### config.mk
export PLATFORM = sky130hd
export DESIGN_NAME = cover_toggle_sched_flat
export DESIGN_NICKNAME = d
export VERILOG_FILES = /design/src/rtl/cover_toggle_sched_pkg.sv /design/src/rtl/cover_toggle_sched_if.sv /design/src/rtl/cover_toggle_sched_prio_enc.sv /design/src/rtl/cover_toggle_sched.sv /design/src/flat_wrapper.sv
export SDC_FILE = /design/constraint.sdc
export NUM_CORES = 1
export LEC_CHECK = 0
export ABC_AREA = 1
export CORE_MARGIN = 2
export CORE_UTILIZATION = 25
export CTS_BUF_LIST = sky130_fd_sc_hd__clkbuf_8
export DETAILED_ROUTE_END_ITERATION = 10
export MAX_ROUTING_LAYER = met4
export PLACE_DENSITY = 0.46
export SLEW_MARGIN = 20
export SYNTH_ARGS = -nofsm -noshare
export SYNTH_HDL_FRONTEND = slang
export SYNTH_HIERARCHICAL = 1
export SYNTH_SLANG_ARGS = --single-unit
### constraint.sdc
create_clock -name clock -period 4.9 [get_ports clock]
set_clock_uncertainty 0.05 [all_clocks]
set_input_delay 0.49 -clock clock [delete_from_list [all_inputs] [get_ports clock]]
set_output_delay 0.49 -clock clock [all_outputs]
set_load 0.1 [all_outputs]
### src/rtl/cover_toggle_sched_pkg.sv
// cover_pkg: shared types and helpers for the toggle-coverage scheduler.
//   COVER_TOTAL - total cover points design-wide (group index range bound)
//   IDX_W       - width of an emitted absolute cover index
//   cover_idx_t - absolute cover index type
//   popcount    - population count of up to 64 bits
//   clog2       - ceil(log2(v)), usable in parameter expressions
package cover_pkg;

  localparam int COVER_TOTAL = 38253;
  localparam int IDX_W       = 64;

  typedef logic [IDX_W-1:0] cover_idx_t;

  function automatic logic [6:0] popcount(input logic [63:0] v);
    logic [6:0] c;
    c = '0;
    for (int i = 0; i < 64; i++) c = c + 7'(v[i]);
    return c;
  endfunction

  function automatic int clog2(input int v);
    int r;
    r = 0;
    while ((1 << r) < v) r++;
    return r;
  endfunction

endpackage

### src/rtl/cover_toggle_sched_if.sv
// cover_toggle_sched_if: report channel toward the coverage export sink.
//   out_valid - out_index holds a report          (master -> slave)
//   out_index - absolute cover index               (master -> slave)
//   out_ready - sink accepts the current report    (slave -> master)
interface cover_toggle_sched_if;
  logic                 out_valid;
  logic                 out_ready;
  cover_pkg::cover_idx_t out_index;

  modport master (output out_valid, output out_index, input out_ready);
  modport slave  (input out_valid, input out_index, output out_ready);
endinterface

### src/rtl/cover_toggle_sched_prio_enc.sv
// cover_prio_enc: lowest-set-bit encoder.
//   req - request vector
//   gnt - one-hot of the lowest set bit of req (zero when req == 0)
//   idx - binary position of that bit (zero when req == 0)
//   any - req != 0
module cover_prio_enc #(
  parameter int W  = 12,
  parameter int SW = 4
) (
  input  logic [W-1:0]  req,
  output logic [W-1:0]  gnt,
  output logic [SW-1:0] idx,
  output logic          any
);
  always_comb begin
    // two's-complement trick isolates the lowest set bit
    gnt = req & (~req + W'(1));
    any = |req;
    idx = '0;
    // scan downward so the lowest set bit is the last one written
    for (int i = W - 1; i >= 0; i--)
      if (req[i]) idx = SW'(i);
  end
endmodule

### src/rtl/cover_toggle_sched.sv
// cover_toggle_sched: records first hits of W toggle cover points, queues them
// as pending and drains them one per cycle, lowest bit first, as absolute
// cover indices (COVER_INDEX + bit) over a valid/ready channel.
//   clock, reset  - rising-edge clock, synchronous active-high reset
//   enable        - hits on valid are accepted only when 1
//   valid[W]      - per-point hit vector, sampled every cycle
//   clear         - one-cycle pulse, forgets covered history
//   out_ch        - report channel (cover_toggle_sched_if.master)
//   covered_cnt   - number of distinct points covered since clear/reset
//   all_covered   - covered_cnt == W
//   coalesce_cnt  - saturating count of hits landing on an already-pending bit
// Build option: COVER_TOGGLE_DEDUP_EN
//   defined   - a point reports at most once between clears
//   undefined - covered history is tracked but not used to filter hits
// COVER_INDEX + W is expected to stay within cover_pkg::COVER_TOTAL.
module cover_toggle_sched
  import cover_pkg::*;
#(
  parameter int W           = 12,
  parameter int COVER_INDEX = 0,
  parameter int CNT_W       = 16
) (
  input  logic                    clock,
  input  logic                    reset,
  input  logic                    enable,
  input  logic [W-1:0]            valid,
  input  logic                    clear,
  cover_toggle_sched_if.master    out_ch,
  output logic [clog2(W+1)-1:0]   covered_cnt,
  output logic                    all_covered,
  output logic [CNT_W-1:0]        coalesce_cnt
);
  localparam int CW = clog2(W + 1);
  localparam int SW = (W > 1) ? clog2(W) : 1;

  logic [W-1:0]     pending, covered;
  logic [W-1:0]     cov_hist, cov_filt, hits_new, cand, gnt, gnt_eff, coal_hits;
  logic [SW-1:0]    sel;
  logic             any, load;
  logic             out_valid_q;
  cover_idx_t       out_index_q;
  logic [CNT_W+7:0] coal_sum;
  logic [CNT_W-1:0] coal_next;

  // history as seen this cycle: a clear pulse makes it empty immediately
  assign cov_hist = clear ? '0 : covered;
`ifdef COVER_TOGGLE_DEDUP_EN
  assign cov_filt = cov_hist;
`else
  assign cov_filt = '0;
`endif
  assign hits_new = enable ? (valid & ~cov_filt) : '0;
  assign cand     = pending | hits_new;

  cover_prio_enc #(.W(W), .SW(SW)) u_enc (
    .req (cand),
    .gnt (gnt),
    .idx (sel),
    .any (any)
  );

  // a stalled output register grants nothing, so every candidate stays pending
  assign load    = !out_valid_q || out_ch.out_ready;
  assign gnt_eff = load ? gnt : '0;

  assign coal_hits = enable ? (valid & pending) : '0;
  assign coal_sum  = {8'b0, coalesce_cnt} + (CNT_W + 8)'(popcount(64'(coal_hits)));
  assign coal_next = (|coal_sum[CNT_W+7:CNT_W]) ? '1 : coal_sum[CNT_W-1:0];

  assign covered_cnt = CW'(popcount(64'(covered)));
  assign all_covered = (covered_cnt == CW'(W));

  assign out_ch.out_valid = out_valid_q;
  assign out_ch.out_index = out_index_q;

  always_ff @(posedge clock) begin
    if (reset) begin
      pending      <= '0;
      covered      <= '0;
      out_valid_q  <= 1'b0;
      out_index_q  <= '0;
      coalesce_cnt <= '0;
    end else begin
      pending      <= cand & ~gnt_eff;
      covered      <= cov_hist | hits_new;
      coalesce_cnt <= coal_next;
      if (load) begin
        out_valid_q <= any;
        // index holds when the queue runs dry
        if (any) out_index_q <= cover_idx_t'(COVER_INDEX) + cover_idx_t'(sel);
      end
    end
  end

endmodule

### src/flat_wrapper.sv
// flat-port wrapper written by rule: the top's interface ports become plain ports
module cover_toggle_sched_flat import cover_pkg::*;
#(
  parameter int W           = 12,
  parameter int COVER_INDEX = 0,
  parameter int CNT_W       = 16
)
  (clock, reset, enable, valid, clear, covered_cnt, all_covered, coalesce_cnt, out_ch_out_valid, out_ch_out_index, out_ch_out_ready);
  cover_toggle_sched_if out_ch_i ();
  input  logic clock;
  input  logic reset;
  input  logic enable;
  input  logic [W-1:0] valid;
  input  logic clear;
  output logic [clog2(W+1)-1:0] covered_cnt;
  output logic all_covered;
  output logic [CNT_W-1:0] coalesce_cnt;
  output wire logic [$bits(out_ch_i.out_valid)-1:0] out_ch_out_valid;
  output wire logic [$bits(out_ch_i.out_index)-1:0] out_ch_out_index;
  input wire logic [$bits(out_ch_i.out_ready)-1:0] out_ch_out_ready;
  assign out_ch_out_valid = out_ch_i.out_valid;
  assign out_ch_out_index = out_ch_i.out_index;
  assign out_ch_i.out_ready = out_ch_out_ready;
  cover_toggle_sched #(.W(W), .COVER_INDEX(COVER_INDEX), .CNT_W(CNT_W)) u_core (.clock(clock), .reset(reset), .enable(enable), .valid(valid), .clear(clear), .out_ch(out_ch_i), .covered_cnt(covered_cnt), .all_covered(all_covered), .coalesce_cnt(coalesce_cnt));
endmodule
# Word level (Yosys, flattened, before mapping)
# Index checks and enable logic that the tools add are counted.
[op_classes] addsub=24 n_eq_ne=1 muxes=17 n_bitwise=7 reduce_logical=5
[ops] operator="$add 7x1->7" count=10
[ops] operator="$mux 12" count=4
[ops] operator="$mux 4" count=12
[ops] operator="$add 4x1->4" count=10
[ops] operator="$and 12x12->12" count=3
[ops] operator="$not 12->12" count=2
[ops] operator="$or 12x12->12" count=2
[ops] operator="$add 16x7->17" count=1
[ops] operator="$mux 16" count=1
[ops] operator="$add 12x1->12 const B" count=1
[ops] operator="$reduce_or 12->1" count=1
[ops] operator="$reduce_or 8->1" count=1
[ops] operator="$add 1x1->2" count=2
[ops] operator="$eq 4x4->1 const B" count=1
[ops] operator="$reduce_and 2->1" count=1
[ops] operator="$logic_not 1->1" count=1
[ops] operator="$logic_or 1x1->1" count=1
[word_totals] register_bits=45 in_bits=17 output_inout_bits=86 wordCells=59

# Logic depth before layout (Yosys ltp)
[depth] depth_word=16 depth_mapped=19 depth_no_buf=19

# By module
# Netlist, hierarchy kept.
[by_module_without_submodules] module="cover_toggle_sched" n_inst=1 cells_per_inst=409 area_each_um2=3084.2 seq_area_each_um2=900.9
[by_module_without_submodules] module="cover_prio_enc" n_inst=1 cells_per_inst=56 area_each_um2=297.8 seq_area_each_um2=0.0

# Least setup slack after synthesis
# Ideal clock, no wire load.
[synth_path] path_kind="register -> output" start="register u_core.covered[0]" end="output port all_covered" t_arrival_ps=6370 t_required_ps=4360 slack_ps=-2010 path_stages_with_launch=12 n_path_buf=0 path_cell_list="dfxtp_1 fa_1 fa_1 inv_1 fa_1 fa_1 inv_1 ha_1 inv_1 fa_1 inv_1 nor4_1"
[synth_via] elab_chain_len=12
[synth_lines] item="start: declaration" line_no="cover_toggle_sched.sv:36" rtl="logic [W-1:0] pending, covered;"
[synth_lines] item="start signal: assignment" line_no="cover_toggle_sched.sv:85" rtl="covered <= cov_hist | hits_new;"
[synth_lines] item="$add 1x1->2" line_no="cover_toggle_sched_pkg.sv:17" rtl="for (int i = 0; i < 64; i++) c = c + 7'(v[i]);"
[synth_lines] item="$add 4x1->4 (10 in series)" line_no="cover_toggle_sched_pkg.sv:17"
[synth_lines] item="named net covered_cnt[1]" line_no="flat_wrapper.sv:15" rtl="output logic [clog2(W+1)-1:0] covered_cnt;"
[synth_lines] item="$eq 4x4->1" line_no="cover_toggle_sched.sv:71" rtl="assign all_covered = (covered_cnt == CW'(W));"
[synth_lines] item="end: declaration" line_no="flat_wrapper.sv:16" rtl="output logic all_covered;"
# The timed path passes the listed nets, and every way through them passes these cells.

# Final worst setup path
[layout_path] start="input port valid[4]" end="register u_core.coalesce_cnt[3]"
[layout_via] elab_chain_len=13
[layout_lines] item="start: declaration" line_no="flat_wrapper.sv:13" rtl="input logic [W-1:0] valid;"
[layout_lines] item="$and 12x12->12 *" line_no="cover_toggle_sched.sv:66" rtl="assign coal_hits = enable ? (valid & pending) : '0;"
[layout_lines] item="$mux 12 *" line_no="cover_toggle_sched.sv:66"
[layout_lines] item="$add 7x1->7 * (8 in series)" line_no="cover_toggle_sched_pkg.sv:17"
[layout_lines] item="$add 16x7->17 *" line_no="cover_toggle_sched.sv:67" rtl="assign coal_sum = {8'b0, coalesce_cnt} + (CNT_W + 8)'(popcount(64'(coal_hits)));"
[layout_lines] item="$reduce_or 8->1" line_no="cover_toggle_sched.sv:68" rtl="assign coal_next = (|coal_sum[CNT_W+7:CNT_W]) ? '1 : coal_sum[CNT_W-1:0];"
[layout_lines] item="$mux 16 *" line_no="cover_toggle_sched.sv:68"
[layout_lines] item="end signal: assignment" line_no="cover_toggle_sched.sv:86" rtl="coalesce_cnt <= coal_next;"
[layout_lines] item="end: declaration" line_no="cover_toggle_sched.sv:31" rtl="output logic [CNT_W-1:0] coalesce_cnt"
# Mark *: on every way between the ends. The rest lies on a longest branch, timed or not.
# A chain may end at the register's enable or synchronous reset.

==> flow_summary.ini <==
[yosys]
synthArstFlopShare = 0
synth.distinct_cells = 37
synth_area_leaders = dfxtp_1 27%, buf_4 14%, nand2_1 11%
synth.avg_cell_area_sq_um = 7.27
syn-cell-area_sq_um = 3380
yosysSeqAreaShare = 0.266
synth_top_area_share = 0.266
synth_top_cell_by_area = dfxtp_1
synthFlopType = dfxtp_1
synthCells = 465
synth-warning-count = 6
ys_ff_latch = 45
synth-edff-count = 0

[global_route]
grt_pass1_vias = 2533
antenna_found_initial = 0
grt_max_degree = 30
grt_use_total = 0.105
overflow = 0
grt_pass1_wl_mm = 11.9

[clock_network]
cts_hold_buf = 0
clk_pin_slew_ns = 0.09
clkLatencyLatePin_ns = 0.30
clock_path_buffers = 2
cts.sinks = 45
cts_tree = done
cts_made_buffers = 5
h-tree-depth = 2
cts_root_buf = clkbuf_8

[routing]
drc_errors = 0
wl_per_cell_um = 10.6
drt_wl_total_mm = 7.34
drt_iter0_drc = 129
firstDrtPassIters = 4
postRouteAntennaNets = 0
viasPerCell = 3.86
via_count = 2680

[power]
vdd_ir_drop_max_mv = 0.119
leakage_nw = 1.95
power.density_nw_per_um2 = 341

[finish]
final_cells = 694
drive_gt1_frac = 0.112
nFillCells = 1446
multi_input_area_sq_um = 1930
regArea_sq_um = 901
area_delta_synth_final_pct = 18.1
diodes = 0
fin_nets = 562

[worst_hold_path]
hp-class = flip-flop to flip-flop

[flow_run]
cap_violations = 0

[setup_path]
crit_path_max_incr_delay_ns = 0.57
r2r_setup_slack_ns = 0.59
cp.depth = 16
crit_path_end_kind = flip-flop
crit_fanout = 8
path_class = primary input to flip-flop
crit_family = adder cells
startpoint_type = primary input
crit_start = valid[4]
crit_path_cell_trace = clkdlybuf4s50_1 > nand3_1 > fa_1 > fa_1 > fa_1 > inv_1 > fa_1 > fa_1 > fa_1 > nand2_1 > nand2_1 > nand3_2 > nand2_4 > nand3_4 > buf_12 > a21oi_1
reg2reg_depth = 17
critPathMostFrequentCell = fa_1
worstPathArrival_ns = 4.78
cp-endpoint = u_core/coalesce_cnt[3]
worstPathRequired_ns = 5.02
reg2reg_to = u_core/coalesce_cnt[3]
cp.buffers_inverters = 3
cp_slowest_cell = fa_1
r2r_start = u_core/pending[0]

[die]
die_width_um = 120
dieArea_sq_um = 14500
ios = 103
fp.dieH_um = 120
initial_core_util = 0.255
coreArea_sq_um = 13200
std_cell_rows = 42

[sta]
finalCritPeriodShare = 0.951
max_slew_margin = 0.334
period_needed_ns = 4.66
whs_ns = 0.417
max_freq_mhz = 215
tns_ns = 0
tightest_slew_ns = 0.995
finalHoldViolCount = 0
setup_viol = 0
slew_viol_final = 0

[placement]
globalplace.congestion = 0.780
dp_hpwl_mm = 5.85
placedCellCount = 683
portBuffers = 42

[outcome]
status = finished, final reports clean
==> through the flow <==
step                total power [mW]  utilization  cell area, sq um  setup WS, ns
floorplan                       1.01            -              3620        -0.103
global placement                1.07        0.289              3830        -0.262
detailed placement              1.07        0.289              3830        -0.285
CTS                             1.38        0.298              3950        0.0179
global route                    1.44        0.302              4000      -0.00271
finish                          1.36        0.302              4000         0.240
==> state kept, by name, summed over array words and instances (netlist names) <==
name and flops:
u_core/covered 12, u_core/coalesce_cnt 16, u_core/out_ch.out_valid 1, u_core/pending 12, u_core/out_ch.out_index 4
==> metal layers <==
layer | track usage | routed length [um] | part of all wire
met1 | 0.135 | 3550 | 0.48
met2 | 0.165 | 3350 | 0.46
met3 | 0.0203 | 325 | 0.044
met4 | 0.0371 | 119 | 0.016
met5 | - | 0 | 0
==> placed cells by master (no fill, tap or decap), drive strengths merged, types with 13 or more instances in the layout <==
cell / synthesis / layout
nand3: 31 / 31
conb: 1 / 60
clkdlybuf4s50: 0 / 36
ha: 13 / 13
inv: 74 / 74
nand2: 101 / 101
nor2: 44 / 44
dfxtp: 45 / 45
a21oi: 38 / 38
fa: 15 / 15
buf: 65 / 19
==> where the power goes <==
part	switching [mW]	leakage, nW	internal [mW]	total, mW
Sequential	0.0133	0.369	0.389	0.402
Clock	0.135	0.0574	0.166	0.301
Combinational	0.531	1.52	0.130	0.660
==> worst min-delay path, delay by kind of cell (launching register included) <==
kind	cells	cell delay [ns]
AND/OR/NAND/NOR	1	0.06
AO/OA/AOI/OAI	1	0.05
flip-flops	1	0.32
==> Yosys cell counts (4+ instances only) <==
cell and count:
a211oi_1 6, a21oi_1 34, a21oi_2 4, buf_4 61, clkbuf_1 5, dfxtp_1 45, fa_1 15, ha_1 13
inv_1 69, inv_2 5, nand2_1 97, nand3_1 27, nor2_1 37, nor2_4 4, o21ai_0 6
==> cell families after synthesis <==
family,share of synthesized area
other cells,0.00111
buf+inv,0.234
flops,0.266
fa+ha+maj,0.137
compound gates,0.0869
xor+xnor,0.0155
simple gates,0.259
==> worst min path at each step <==
stage | from | endpoint | slack [ns] | cells past startpoint
2_1_floorplan | u_core/covered[11] | u_core/covered[11] | 0.39 | 2
3_3_place_gp | u_core/covered[11] | u_core/covered[11] | 0.40 | 2
3_5_place_dp | u_core/covered[4] | u_core/covered[4] | 0.41 | 2
4_1_cts | u_core/covered[4] | u_core/covered[4] | 0.42 | 2
5_1_grt | u_core/covered[11] | u_core/covered[11] | 0.43 | 2
6_report | u_core/covered[6] | u_core/covered[6] | 0.42 | 2
==> what timing repair did <==
action                     in CTS  in global routing
gates resized for setup         0                  3
setup endpoints to repair       0                 16
buffers inserted                0                  3
==> cell type report <==
type,instances,area share
Inverter,75,0.0705
Multi-Input combinational cell,334,0.484
Clock inverter,2,0.00940
Sequential cell,45,0.225
Clock buffer,6,0.0207
Timing Repair Buffer,56,0.135
Tap cell,176,0.0551
(Power assumes the default switching activity.)
